$ cat src/rtl/imem_fetch_ctrl_pkg.sv
// rtl/imem_fetch_ctrl_pkg.sv - shared sizes and state encoding for the instruction fetch controller
package fetch_pkg;

  localparam int MEM_SIZE = 1024;
  localparam int ADDR_W   = 10;

  typedef enum logic [2:0] {
    ST_BOOT,
    ST_IDLE,
    ST_ISSUE,
    ST_WAIT,
    ST_DONE
  } fetch_state_e;

endpackage

$ cat src/rtl/imem_fetch_ctrl_if.sv
// rtl/imem_fetch_ctrl_if.sv - byte-memory port between the fetch controller and imem_bram
interface imem_fetch_ctrl_if #(
  parameter int ADDR_W = fetch_pkg::ADDR_W
);

  logic              mem_en;
  logic              mem_we;
  logic [ADDR_W-1:0] mem_addr;
  logic [7:0]        mem_wdata;
  logic [7:0]        mem_rdata;

  modport master (
    output mem_en,
    output mem_we,
    output mem_addr,
    output mem_wdata,
    input  mem_rdata
  );

  modport slave (
    input  mem_en,
    input  mem_we,
    input  mem_addr,
    input  mem_wdata,
    output mem_rdata
  );

endinterface

$ cat src/rtl/imem_fetch_ctrl.sv
// rtl/imem_fetch_ctrl.sv - boots the byte memory from the loader, then assembles 32-bit
// little-endian instructions from four single-byte reads.
module imem_fetch_ctrl #(
  parameter int MEM_SIZE = fetch_pkg::MEM_SIZE,
  parameter int ADDR_W   = fetch_pkg::ADDR_W
) (
  input  logic               clk,
  input  logic               reset,
  input  logic               fetch_req,
  input  logic [31:0]        fetch_pc,
  input  logic               redirect,
  input  logic [31:0]        redirect_pc,
  output logic [31:0]        instr_out,
  output logic               instr_valid,
  output logic               fetch_stall,
  input  logic               ld_valid,
  input  logic [ADDR_W-1:0]  ld_addr,
  input  logic [7:0]         ld_data,
  input  logic               ld_done,
  output logic               ld_ready,
  imem_fetch_ctrl_if.master  mem
);

  import fetch_pkg::*;

  localparam logic [ADDR_W:0] LP_SIZE = (ADDR_W+1)'(MEM_SIZE);

  fetch_state_e      r_state;
  fetch_state_e      w_next;
  logic [1:0]        r_k;
  logic [ADDR_W-1:0] r_base;
  logic [23:0]       r_buf;
  logic [31:0]       r_instr;
  logic              r_valid;

  logic              w_load;
  logic              w_finish;
  logic [ADDR_W-1:0] w_new_base;
  logic [ADDR_W:0]   w_sum;
  logic [ADDR_W-1:0] w_issue_addr;
  logic              w_unused_pc;

  // Upper PC bits address nothing in this memory.
  assign w_unused_pc  = ^{fetch_pc[31:ADDR_W], redirect_pc[31:ADDR_W]};
  assign w_new_base   = redirect ? redirect_pc[ADDR_W-1:0] : fetch_pc[ADDR_W-1:0];
  assign w_sum        = {1'b0, r_base} + {{(ADDR_W-1){1'b0}}, r_k};
  assign w_issue_addr = ADDR_W'((w_sum >= LP_SIZE) ? (w_sum - LP_SIZE) : w_sum);

  assign instr_out   = r_instr;
  assign instr_valid = r_valid;

  always_comb begin
    w_next        = r_state;
    w_load        = 1'b0;
    w_finish      = 1'b0;
    ld_ready      = 1'b0;
    fetch_stall   = 1'b1;
    mem.mem_en    = 1'b0;
    mem.mem_we    = 1'b0;
    mem.mem_addr  = '0;
    mem.mem_wdata = '0;
    case (r_state)
      ST_BOOT: begin
        ld_ready      = 1'b1;
        mem.mem_en    = ld_valid;
        mem.mem_we    = ld_valid;
        mem.mem_addr  = ld_addr;
        mem.mem_wdata = ld_data;
        if (ld_done) begin
          w_next = ST_IDLE;
        end
      end
      ST_IDLE, ST_DONE: begin
        fetch_stall = 1'b0;
        if (redirect || fetch_req) begin
          w_load = 1'b1;
          w_next = ST_ISSUE;
        end else begin
          w_next = ST_IDLE;
        end
      end
      ST_ISSUE: begin
        mem.mem_en   = 1'b1;
        mem.mem_addr = w_issue_addr;
        if (redirect) begin
          w_load = 1'b1;
          w_next = ST_ISSUE;
        end else if (r_k == 2'd3) begin
          w_next = ST_WAIT;
        end
      end
      ST_WAIT: begin
        if (redirect) begin
          w_load = 1'b1;
          w_next = ST_ISSUE;
        end else begin
          w_finish = 1'b1;
          w_next   = ST_DONE;
        end
      end
      default: w_next = ST_BOOT;
    endcase
  end

  // Read data lags the address by a cycle, so issue slot k captures byte k-1.
  always_ff @(posedge clk) begin
    if (reset) begin
      r_state <= ST_BOOT;
      r_k     <= 2'd0;
      r_base  <= '0;
      r_buf   <= '0;
      r_instr <= '0;
      r_valid <= 1'b0;
    end else begin
      r_state <= w_next;
      r_valid <= w_finish;
      if (w_load) begin
        r_base <= w_new_base;
        r_k    <= 2'd0;
        r_buf  <= '0;
      end else if (r_state == ST_ISSUE) begin
        r_k <= r_k + 2'd1;
        case (r_k)
          2'd1:    r_buf[7:0]   <= mem.mem_rdata;
          2'd2:    r_buf[15:8]  <= mem.mem_rdata;
          2'd3:    r_buf[23:16] <= mem.mem_rdata;
          default: ;
        endcase
      end
      if (w_finish) begin
        r_instr <= {mem.mem_rdata, r_buf};
      end
    end
  end

endmodule

$ cat src/flat_wrapper.sv
// flat-port wrapper written by rule: the top's interface ports become plain ports
module imem_fetch_ctrl_flat import fetch_pkg::*;
#(
  parameter int MEM_SIZE = fetch_pkg::MEM_SIZE,
  parameter int ADDR_W   = fetch_pkg::ADDR_W
)
  (clk, reset, fetch_req, fetch_pc, redirect, redirect_pc, instr_out, instr_valid, fetch_stall, ld_valid, ld_addr, ld_data, ld_done, ld_ready, mem_mem_en, mem_mem_we, mem_mem_addr, mem_mem_wdata, mem_mem_rdata);
  imem_fetch_ctrl_if #(.ADDR_W(ADDR_W)) mem_i ();
  input  logic clk;
  input  logic reset;
  input  logic fetch_req;
  input  logic [31:0] fetch_pc;
  input  logic redirect;
  input  logic [31:0] redirect_pc;
  output logic [31:0] instr_out;
  output logic instr_valid;
  output logic fetch_stall;
  input  logic ld_valid;
  input  logic [ADDR_W-1:0] ld_addr;
  input  logic [7:0] ld_data;
  input  logic ld_done;
  output logic ld_ready;
  output wire logic [$bits(mem_i.mem_en)-1:0] mem_mem_en;
  output wire logic [$bits(mem_i.mem_we)-1:0] mem_mem_we;
  output wire logic [$bits(mem_i.mem_addr)-1:0] mem_mem_addr;
  output wire logic [$bits(mem_i.mem_wdata)-1:0] mem_mem_wdata;
  input wire logic [$bits(mem_i.mem_rdata)-1:0] mem_mem_rdata;
  assign mem_mem_en = mem_i.mem_en;
  assign mem_mem_we = mem_i.mem_we;
  assign mem_mem_addr = mem_i.mem_addr;
  assign mem_mem_wdata = mem_i.mem_wdata;
  assign mem_i.mem_rdata = mem_mem_rdata;
  imem_fetch_ctrl #(.MEM_SIZE(MEM_SIZE), .ADDR_W(ADDR_W)) u_core (.clk(clk), .reset(reset), .fetch_req(fetch_req), .fetch_pc(fetch_pc), .redirect(redirect), .redirect_pc(redirect_pc), .instr_out(instr_out), .instr_valid(instr_valid), .fetch_stall(fetch_stall), .ld_valid(ld_valid), .ld_addr(ld_addr), .ld_data(ld_data), .ld_done(ld_done), .ld_ready(ld_ready), .mem(mem_i));
endmodule
$ cat config.mk
export PLATFORM = sky130hd
export DESIGN_NAME = imem_fetch_ctrl_flat
export DESIGN_NICKNAME = d
export VERILOG_FILES = /design/src/rtl/imem_fetch_ctrl_pkg.sv /design/src/rtl/imem_fetch_ctrl_if.sv /design/src/rtl/imem_fetch_ctrl.sv /design/src/flat_wrapper.sv
export SDC_FILE = /design/constraint.sdc
export NUM_CORES = 1
export LEC_CHECK = 0
export ABC_AREA = 1
export CAP_MARGIN = 20
export CELL_PAD_IN_SITES_DETAIL_PLACEMENT = 1
export CELL_PAD_IN_SITES_GLOBAL_PLACEMENT = 2
export CORE_ASPECT_RATIO = 1.1
export CORE_MARGIN = 4
export CORE_UTILIZATION = 24
export CTS_BUF_LIST = sky130_fd_sc_hd__clkbuf_8
export CTS_CLUSTER_DIAMETER = 100
export DETAILED_ROUTE_END_ITERATION = 12
export GPL_TIMING_DRIVEN = 0
export PLACE_DENSITY_LB_ADDON = 0.1
export SYNTH_ARGS = -nofsm -noshare
export SYNTH_HDL_FRONTEND = slang
export SYNTH_SLANG_ARGS = --single-unit
$ cat constraint.sdc
create_clock -name clk -period 3.3 [get_ports clk]
set_input_delay 0.33 -clock clk [delete_from_list [all_inputs] [get_ports clk]]
set_output_delay 0.33 -clock clk [all_outputs]
set_load 0.1 [all_outputs]
* Word level (Yosys, flattened, before mapping)
Index checks and enable logic that the tools add are counted.
** Word-level totals
- Flip-flop bits (word level) :: 72
- Output and inout bits :: 55
- Word-level logic and storage cells :: 49
** Cells by class
- Add/sub/neg operators :: 3
- Magnitude comparators :: 1
- Equality and inequality tests :: 9
- Mux-type cells :: 19
- Reductions and logical operators :: 9
** Operator list (count)
- 10-bit two-way mux :: 2
- 10-bit one-hot mux with 2 select lines :: 1
- 3-bit two-way mux :: 4
- 3-bit one-hot mux with 4 select lines :: 1
- 10-bit by 2-bit adder with 11-bit output :: 1
- 11-bit greater-or-equal comparator, second input constant :: 1
- 10-bit by 1-bit subtractor with 10-bit output, second input constant :: 1
- 8-bit two-way mux :: 1
- 2-bit AND reduction :: 4
- 1-bit two-way mux :: 7
- 3-bit by 2-bit equality test with 1-bit output, second input constant :: 2
- 2-bit OR reduction :: 3
- 2-bit equality test, second input constant :: 2
- 1-bit one-hot mux with 2 select lines :: 2
- 3-bit by 1-bit equality test with 1-bit output, second input constant :: 1
- 3-bit equality test, second input constant :: 1
- 3-bit zero test :: 1
- 3-bit by 2-bit != test with 1-bit output, second input constant :: 1
- 2-bit by 1-bit adder with 2-bit output, second input constant :: 1
- 2-bit by 1-bit equality test with 1-bit output, second input constant :: 1
- 2-bit two-way mux :: 1
- 2-bit != test, second input constant :: 1
- 1-bit logical OR :: 1

* Depth between registers and ports, before layout
Gate-level depths: netlist of the first run.
- Depth after elaboration :: 4
- Gate-level depth with buffers :: 8
- Gate-level depth less buffers :: 8

* Least setup slack after synthesis of the first run
No wires, ideal clock.
- Path kind :: register -> output
- Start :: reg u_core.r_k[0]
- End :: out mem_mem_addr[6]
- Arrival :: 3310 ps
- Required time :: 2970 ps
- Slack :: -340 ps
- Cell stages (with the launch flop) :: 8
- Cells stage by stage :: dfxtp_1 ha_1 fa_1 nand2_1 nor2_1 inv_1 o21ai_0 o21ai_0
** On the way
- Word-level cells in the longest chain between the ends :: 4
- Elaborated cells between the ends (all ways) :: 5
- Classes of those cells :: 2 x add/sub; 1 x order compare; 2 x mux
** Ends and longest elaborated chain
- start: declaration :: RTL line imem_fetch_ctrl.sv:30 : logic [1:0] r_k;
- start signal: assignment :: RTL line imem_fetch_ctrl.sv:122 : r_k <= r_k + 2'd1;
- 10-bit by 2-bit adder with 11-bit output (*) :: RTL line imem_fetch_ctrl.sv:46 : assign w_sum = {1'b0, r_base} + {{(ADDR_W-1){1'b0}}, r_k};
- 10-bit by 1-bit subtractor with 10-bit output or 11-bit greater-or-equal comparator (tied branches) :: RTL line imem_fetch_ctrl.sv:47 : assign w_issue_addr = ADDR_W'((w_sum >= LP_SIZE) ? (w_sum - LP_SIZE) : w_sum);
- 10-bit two-way mux (*) :: RTL line imem_fetch_ctrl.sv:47
- 10-bit one-hot mux with 2 select lines (*) :: RTL line imem_fetch_ctrl.sv:62 : case (r_state)
- end: declaration :: RTL line flat_wrapper.sv:25 : output wire logic [$bits(mem_i.mem_addr)-1:0] mem_mem_addr;
Every way passes the cells marked *; elsewhere a longest branch is shown, timed or not.

* Worst setup path after layout of the first run
- Start :: reg u_core.r_k[1]
- End :: out mem_mem_addr[7]
Same word-level chain as after synthesis.

==> metrics.txt, run 1 <==
worst hold path type=reg2reg; clock sinks=72; Synth Area in Compound Gates=15.4%; highest-delay cell along the critical path=sky130_fd_sc_hd__clkdlybuf4s50_1; delay of the slowest cell on the worst path=1150 ps; Netlist cell types=27; total iterations of the first detailed-routing run=4; capturing element type of the critical path=output port; H-tree levels=3; DRC violation count after routing=0; dominant delay contributor by cell family on the critical path=buffers and inverters; hold wc startpoint=u_core.r_buf[22]; largest net degree at the start of global routing=13; synthesized area divided by synthesized cell count=7.09 sq um; final estimated routing congestion in global placement=0.722; ranking of synthesized cells by instance count=122 x sky130_fd_sc_hd__nand2_1, 92 x sky130_fd_sc_hd__nor2_1, 72 x sky130_fd_sc_hd__dfxtp_1; number of synthesized flops with an enable pin=0; area of the core=13400 sq um; top cell type by total area after synthesis=sky130_fd_sc_hd__dfxtp_1; most used standard cell by instance count after synthesis=sky130_fd_sc_hd__nand2_1; fmax=317 MHz; number of buffers added by the clock tree synthesis step=9; count of input and output buffers=106; hold violation count in the final report=0; Synth top area share=43.4%; Adder-Cell Fraction of Synth Area=2.48%; via count of the first global-routing pass=3620; power density normalized to cell area=556 nW/um^2; final non-filler cell total=775; Remaining Overflow, GRT=0; top cells by area, synth=sky130_fd_sc_hd__dfxtp_1 43%, sky130_fd_sc_hd__nand2_1 14%, sky130_fd_sc_hd__nor2_1 10%; Post-Synthesis Net Count=571; cell area after synthesis=3320 sq um; main combinational cell family by area after synthesis=simple AND/OR/NAND/NOR gates; share of final-layout standard cells stronger than drive strength 1=11.8%; Total Negative Setup Slacks=0 ps; Bufs and invs on worst path=1; share of the clock period used by the worst path=95.5%; cell chosen for the clock root=sky130_fd_sc_hd__clkbuf_8; layout overhead on the synthesized area=45.0%; post-route antenna net violation count=0; average vias per placed instance=4.39; estimated wirelength of the detail-placed design=8570 um; end of the worst register-to-register path=u_core.instr_out[14]; worst clock skew on the final layout=9.96 ps; multiplexer fraction of the synthesized cell area=0%; Simple-Gate Fraction of Synth Area=31.0%; Vias=3406; data arrival time of the critical path=2820 ps; first-pass GRT wire length=18200 um; number of failing setup endpoints in the final timing report=0; CTS tree=done; post-CTS setup buffer count=0; Clk pin slew, worst setup/hold paths=70 ps; critical register-to-register path startpoint=u_core.r_state[1]; net count of the finished layout=688; number of max-cap violations=0; total number of placement rows=44; filler cell count in the final layout=1671; aggregate global-route resource usage=14.5%; antenna violations before repair=0; main flop type after synthesis=sky130_fd_sc_hd__dfxtp_1; number of antenna diodes=0; hold endpoint=u_core.r_buf[22]; number of instances in the placed design=759; hold path depth=2; run status=complete, no violations; Req. time, crit path=2970 ps; number of buffers on the longest clock path=2; sequential area share after synthesis=43.4%; total die area=15800 sq um; clk_lat worst skew=360 ps; number of hold buffers added after cts=0; Max Fanout on Critical Path=6; Max transition margin=32.7%; RSZ-0062 raised after global routing=false; largest voltage drop on the vdd net=284 uV; YS warnings=0; Seq cells post-synth=72; flop2flop setup slack=1780 ps; pins over their slew limit=0; share of flip-flops with an asynchronous set or reset=0%; Die W=120 um; critical setup path kind=reg2out; leakage power summed over all cells=2.06 nW; FF-to-FF path depth=7; measured slew at the worst slew-check pin=1010 ps; number of design-rule violations left by the first detailed-router iteration=107; Initial Utilization=24.8%; wire length after detailed routing=10900 um; Cell Chain, Critical Path=ha_1 -> nand3_1 -> nand2_1 -> nand3_1 -> nand2_1 -> o21ai_1 -> clkdlybuf4s50_1; min cycle time layout=3150 ps; Post-Synthesis Cells=469; XOR/XNOR Fraction of Synth Area=0%; height of the chip=131 um; routed length per placed instance=14.1 um; # IOs=151; kind of start point of the critical path=flip-flop
[cell type report]
type	instances	area [sq um]	share of cell area (%)
Clock inverter	6	58.8	1.22
Multi-Input combinational cell	337	1630	33.8
Sequential cell	72	1440	29.9
Clock buffer	10	138	2.86
Timing Repair Buffer	106	1060	22.1
Buffer	20	106	2.21
Inverter	40	150	3.12
Tap cell	184	230	4.78
[per-layer routing]
layer  vias to the layer above  part of all wire (%)  track usage (%)
met4                         0                  0.82             2.86
met2                        57                    50             24.9
met3                         7                   4.4             4.86
met1                      1631                    45             17.6
li1                       1711                     -                -
met5                         -                     0                0
[worst reg2reg max path, stage by stage, from the launching register on]
cell	delay (ps)
sky130_fd_sc_hd__dfxtp_1	310
sky130_fd_sc_hd__buf_2	190
sky130_fd_sc_hd__nand2_2	100
sky130_fd_sc_hd__nor3_4	270
sky130_fd_sc_hd__inv_2	130
sky130_fd_sc_hd__buf_2	210
sky130_fd_sc_hd__nor2_1	150
sky130_fd_sc_hd__nor2_1	60
[layout by cell type (no fill, tap or decap), types with 2 or more instances in the layout]
| master | instances |
|---|---|
| sky130_fd_sc_hd__inv_1 | 33 |
| sky130_fd_sc_hd__inv_2 | 7 |
| sky130_fd_sc_hd__nand4_1 | 2 |
| sky130_fd_sc_hd__a22o_1 | 2 |
| sky130_fd_sc_hd__clkdlybuf4s50_1 | 100 |
| sky130_fd_sc_hd__clkbuf_1 | 5 |
| sky130_fd_sc_hd__nand3_1 | 18 |
| sky130_fd_sc_hd__a21oi_2 | 20 |
| sky130_fd_sc_hd__buf_2 | 13 |
| sky130_fd_sc_hd__nand2_1 | 122 |
| sky130_fd_sc_hd__ha_1 | 5 |
| sky130_fd_sc_hd__a21oi_1 | 20 |
| sky130_fd_sc_hd__nor2_1 | 92 |
| sky130_fd_sc_hd__nor2_4 | 4 |
| sky130_fd_sc_hd__dlygate4sd2_1 | 3 |
| sky130_fd_sc_hd__o21ai_1 | 4 |
| sky130_fd_sc_hd__dfxtp_1 | 72 |
| sky130_fd_sc_hd__clkinv_2 | 4 |
| sky130_fd_sc_hd__buf_6 | 2 |
| sky130_fd_sc_hd__clkbuf_8 | 10 |
| sky130_fd_sc_hd__dlymetal6s2s_1 | 2 |
| sky130_fd_sc_hd__o21ai_0 | 37 |
[cell families after synthesis]
kind of cell	after synthesis
flip-flops	72
adder cells (fa/ha/maj)	6
AND/OR/NAND/NOR	246
AO/OA/AOI/OAI	85
buffers and inverters	60
[flip-flops by register name (all words and copies together) (netlist names)]
name	cells
u_core.instr_out	32
u_core.r_buf	24
u_core.r_base	10
u_core.r_state	3
u_core.r_k	2
u_core.instr_valid	1
[report_power, final]
group / switching [W] / total [W] / internal, W / leakage, nW
Combinational: 0.000768 / 0.00103 / 0.000258 / 1.37
Sequential: 0.0000319 / 0.000945 / 0.000913 / 0.583
Clock: 0.000342 / 0.000708 / 0.000366 / 0.106
[worst max path at each step]
stage / slack, ps / to / start / cells past startpoint
6_report: 150 / mem_mem_addr[7] / u_core.r_k[1] / 7
5_1_grt: 5 / mem_mem_addr[1] / u_core.r_state[2] / 6
4_1_cts: 110 / mem_mem_addr[5] / u_core.r_k[0] / 8
3_5_place_dp: 320 / mem_mem_addr[6] / u_core.r_k[0] / 8
3_3_place_gp: 350 / mem_mem_addr[6] / u_core.r_k[0] / 8
2_1_floorplan: 260 / mem_mem_en / u_core.r_state[2] / 3
[metrics by stage]
step	instance area, sq um	total power (W)	hold slack [ps]	setup slack, ps	util, %
floorplan	3330	0.00172	399	258	-
global placement	4620	0.00200	450	353	34.5
detailed placement	4620	0.00201	462	322	34.5
CTS	4810	0.00273	473	114	36.0
global route	4820	0.00283	489	4.76	36.0
finish	4820	0.00268	470	149	36.0
[repair_timing]
item	4_1_cts	5_1_grt
pin swaps	0	0
setup endpoints to repair	4	3
resized for setup	4	3
(Power assumes the default switching activity.)
==> run 2: changes to the inputs <==
--- a/config.mk
+++ b/config.mk
@@ -17,6 +17,7 @@
 export DETAILED_ROUTE_END_ITERATION = 12
 export GPL_TIMING_DRIVEN = 0
 export PLACE_DENSITY_LB_ADDON = 0.1
+export SLEW_MARGIN = 25
 export SYNTH_ARGS = -nofsm -noshare
 export SYNTH_HDL_FRONTEND = slang
 export SYNTH_SLANG_ARGS = --single-unit
==> results of run 2 <==
Same layout as run 1: the final DEF is identical, and so are final timing and power.
==> run 3: changes to the inputs <==
--- a/config.mk
+++ b/config.mk
@@ -6,16 +6,16 @@
 export NUM_CORES = 1
 export LEC_CHECK = 0
 export ABC_AREA = 1
-export CAP_MARGIN = 20
 export CELL_PAD_IN_SITES_DETAIL_PLACEMENT = 1
 export CELL_PAD_IN_SITES_GLOBAL_PLACEMENT = 2
-export CORE_ASPECT_RATIO = 1.1
+export CORE_ASPECT_RATIO = 1.25
 export CORE_MARGIN = 4
 export CORE_UTILIZATION = 24
 export CTS_BUF_LIST = sky130_fd_sc_hd__clkbuf_8
 export CTS_CLUSTER_DIAMETER = 100
 export DETAILED_ROUTE_END_ITERATION = 12
 export GPL_TIMING_DRIVEN = 0
+export HOLD_SLACK_MARGIN = 0.08
 export PLACE_DENSITY_LB_ADDON = 0.1
 export SLEW_MARGIN = 25
 export SYNTH_ARGS = -nofsm -noshare
==> run 3 against run 2 <==
Non-clock buffer count unchanged. Sequential share of layout area up 0.31 points. First-iteration DRC count fell by 31%. Flip-flop and latch count stayed put. Hold slack barely moved. Via count down 1.6%. Highest routed layer unchanged.
==> metrics.txt, run 3 (synthesis results as in run 1) <==
largest voltage drop on the vdd net=267 uV (-5.8%); clock sinks=72 (unchanged); Initial Utilization=24.8% (-0.056 points); Max transition margin=33.3% (+0.59 points); # IOs=151 (unchanged); height of the chip=140 um (+6.2%); Die W=113 um (-5.8%); count of input and output buffers=106 (unchanged); total number of placement rows=47 (+6.8%); delay of the slowest cell on the worst path=1140 ps (about the same); first-pass GRT wire length=18700 um (+2.5%); PnR Total Power=0.00259 W (-3.4%); Clk pin slew, worst setup/hold paths=80 ps (about the same); most common library cell in the layout ignoring fill and taps=sky130_fd_sc_hd__nand2_1; most frequent cells in the layout=122 x sky130_fd_sc_hd__nand2_1, 100 x sky130_fd_sc_hd__clkdlybuf4s50_1, 92 x sky130_fd_sc_hd__nor2_1, 72 x sky130_fd_sc_hd__dfxtp_1, 37 x sky130_fd_sc_hd__o21ai_0; Total Negative Setup Slacks=0 ps (unchanged); Vias=3351 (-1.6%); critical setup path kind=reg2out; filler cell count in the final layout=1689 (+1.1%); number of design-rule violations left by the first detailed-router iteration=74 (-31%); min cycle time layout=3140 ps (-12.0 ps); net count of the finished layout=688 (unchanged); CTS tree=done; number of buffers added by the clock tree synthesis step=9 (unchanged); number of failing setup endpoints in the final timing report=0 (unchanged); number of instances in the placed design=746 (-1.7%); estimated wirelength of the detail-placed design=8790 um (+2.6%); worst hold path type=reg2reg; largest net degree at the start of global routing=11 (-2); fmax=319 MHz (+0.38%); number of buffers on the longest clock path=2 (unchanged); run status=complete, no violations; kind of start point of the critical path=flip-flop; aggregate global-route resource usage=14.9% (+0.38 points); DRC violation count after routing=0 (unchanged); cell chosen for the clock root=sky130_fd_sc_hd__clkbuf_8; hold violation count in the final report=0 (unchanged); number of max-cap violations=0 (unchanged); Req. time, crit path=2970 ps (about the same); final non-filler cell total=759 (-2.1%); wire length after detailed routing=11300 um (+2.9%); via count of the first global-routing pass=3549 (-2.0%); Max Fanout on Critical Path=10 (+4); H-tree levels=3 (unchanged); total iterations of the first detailed-routing run=6 (+2); post-route antenna net violation count=0 (unchanged); antenna violations before repair=0 (unchanged); Cell Chain, Critical Path=nor2_4 -> inv_2 -> nor2_2 -> buf_2 -> nand2_1 -> o21ai_1 -> clkdlybuf4s50_1; post-CTS setup buffer count=0 (unchanged); average vias per placed instance=4.42 (+0.46%); pins over their slew limit=0 (unchanged); RSZ-0062 raised after global routing=false; number of antenna diodes=0 (unchanged); measured slew at the worst slew-check pin=997 ps (-8.84 ps); leakage power summed over all cells=2.05 nW (-0.30%); power density normalized to cell area=543 nW/um^2 (-2.3%); clk_lat worst skew=350 ps (about the same); total die area=15800 sq um (about the same); worst clock skew on the final layout=7.95 ps (-2.01 ps); final estimated routing congestion in global placement=0.741 (+2.7%); number of flip-flops in the largest register=32 (unchanged); highest-delay cell along the critical path=sky130_fd_sc_hd__clkdlybuf4s50_1; layout overhead on the synthesized area=43.4%; share of final-layout standard cells stronger than drive strength 1=11.2% (-0.62 points); Remaining Overflow, GRT=0 (unchanged); area of the core=13400 sq um (+0.22%); capturing element type of the critical path=output port; share of the clock period used by the worst path=95.1% (-0.36 points); data arrival time of the critical path=2810 ps (about the same); routed length per placed instance=14.8 um (+5.1%)
==> run 3: path summary, 6_finish.rpt <==
| kind | startpoint | to | slack (ps) | depth (start not counted) |
|---|---|---|---|---|
| max | u_core.r_state[2] | mem_mem_addr[7] | 160 | 7 |
| min | u_core.r_buf[21] | u_core.r_buf[21] | 470 | 2 |
| max reg2reg | u_core.r_state[1] | u_core.instr_out[17] | 1700 | 7 |
| min reg2reg | u_core.r_buf[21] | u_core.r_buf[21] | 470 | 2 |
==> run 3: worst max-delay path: cells and delay by family (launching register included) <==
kind | cells | cell delay (ps)
compound gates | 1 | 70
flops | 1 | 380
simple gates | 3 | 510
buf+inv | 3 | 1500
==> run 3: metal layers <==
| metal | global-route usage (%) | routed length (um) |
|---|---|---|
| met1 | 17.7 | 4810 |
| met2 | 26.3 | 5900 |
| met3 | 3.34 | 373 |
| met4 | 4.68 | 177 |
| met5 | 0 | 0 |
==> run 3: repair_timing <==
| action | 4_1_cts | 5_1_grt |
|---|---|---|
| pin swaps | 0 | 0 |
| resized for setup | 3 | 3 |
| setup endpoints to repair | 3 | 3 |
| hold buffers | 0 | 0 |
==> run 3: report_power, final <==
part           internal (W)  switching, W
sequential         0.000914     0.0000320
combinational      0.000260      0.000772
clock              0.000298      0.000314
==> run 3: final cells by class <==
type                       count  area (sq um)  area share [%]
timing repair buffer         106          1060            22.3
sequential                    72          1440            30.2
buffer                        20           106            2.23
multi-input combinational    337          1630            34.2
clock inverter                 2          8.76           0.184
tap                          171           214            4.49
clock buffer                  11           151            3.18
inverter                      40           150            3.15
==> run 3: per-stage QoR <==
step / hold slack, ps / util, % / setup slack [ps] / cell area (sq um)
global placement: 453 / 34.3 / 320 / 4600
CTS: 474 / 35.5 / 12.8 / 4760
floorplan: 399 / - / 258 / 3330
detailed placement: 459 / 34.3 / 282 / 4600
finish: 470 / 35.6 / 161 / 4770
global route: 492 / 35.6 / 7.97 / 4770
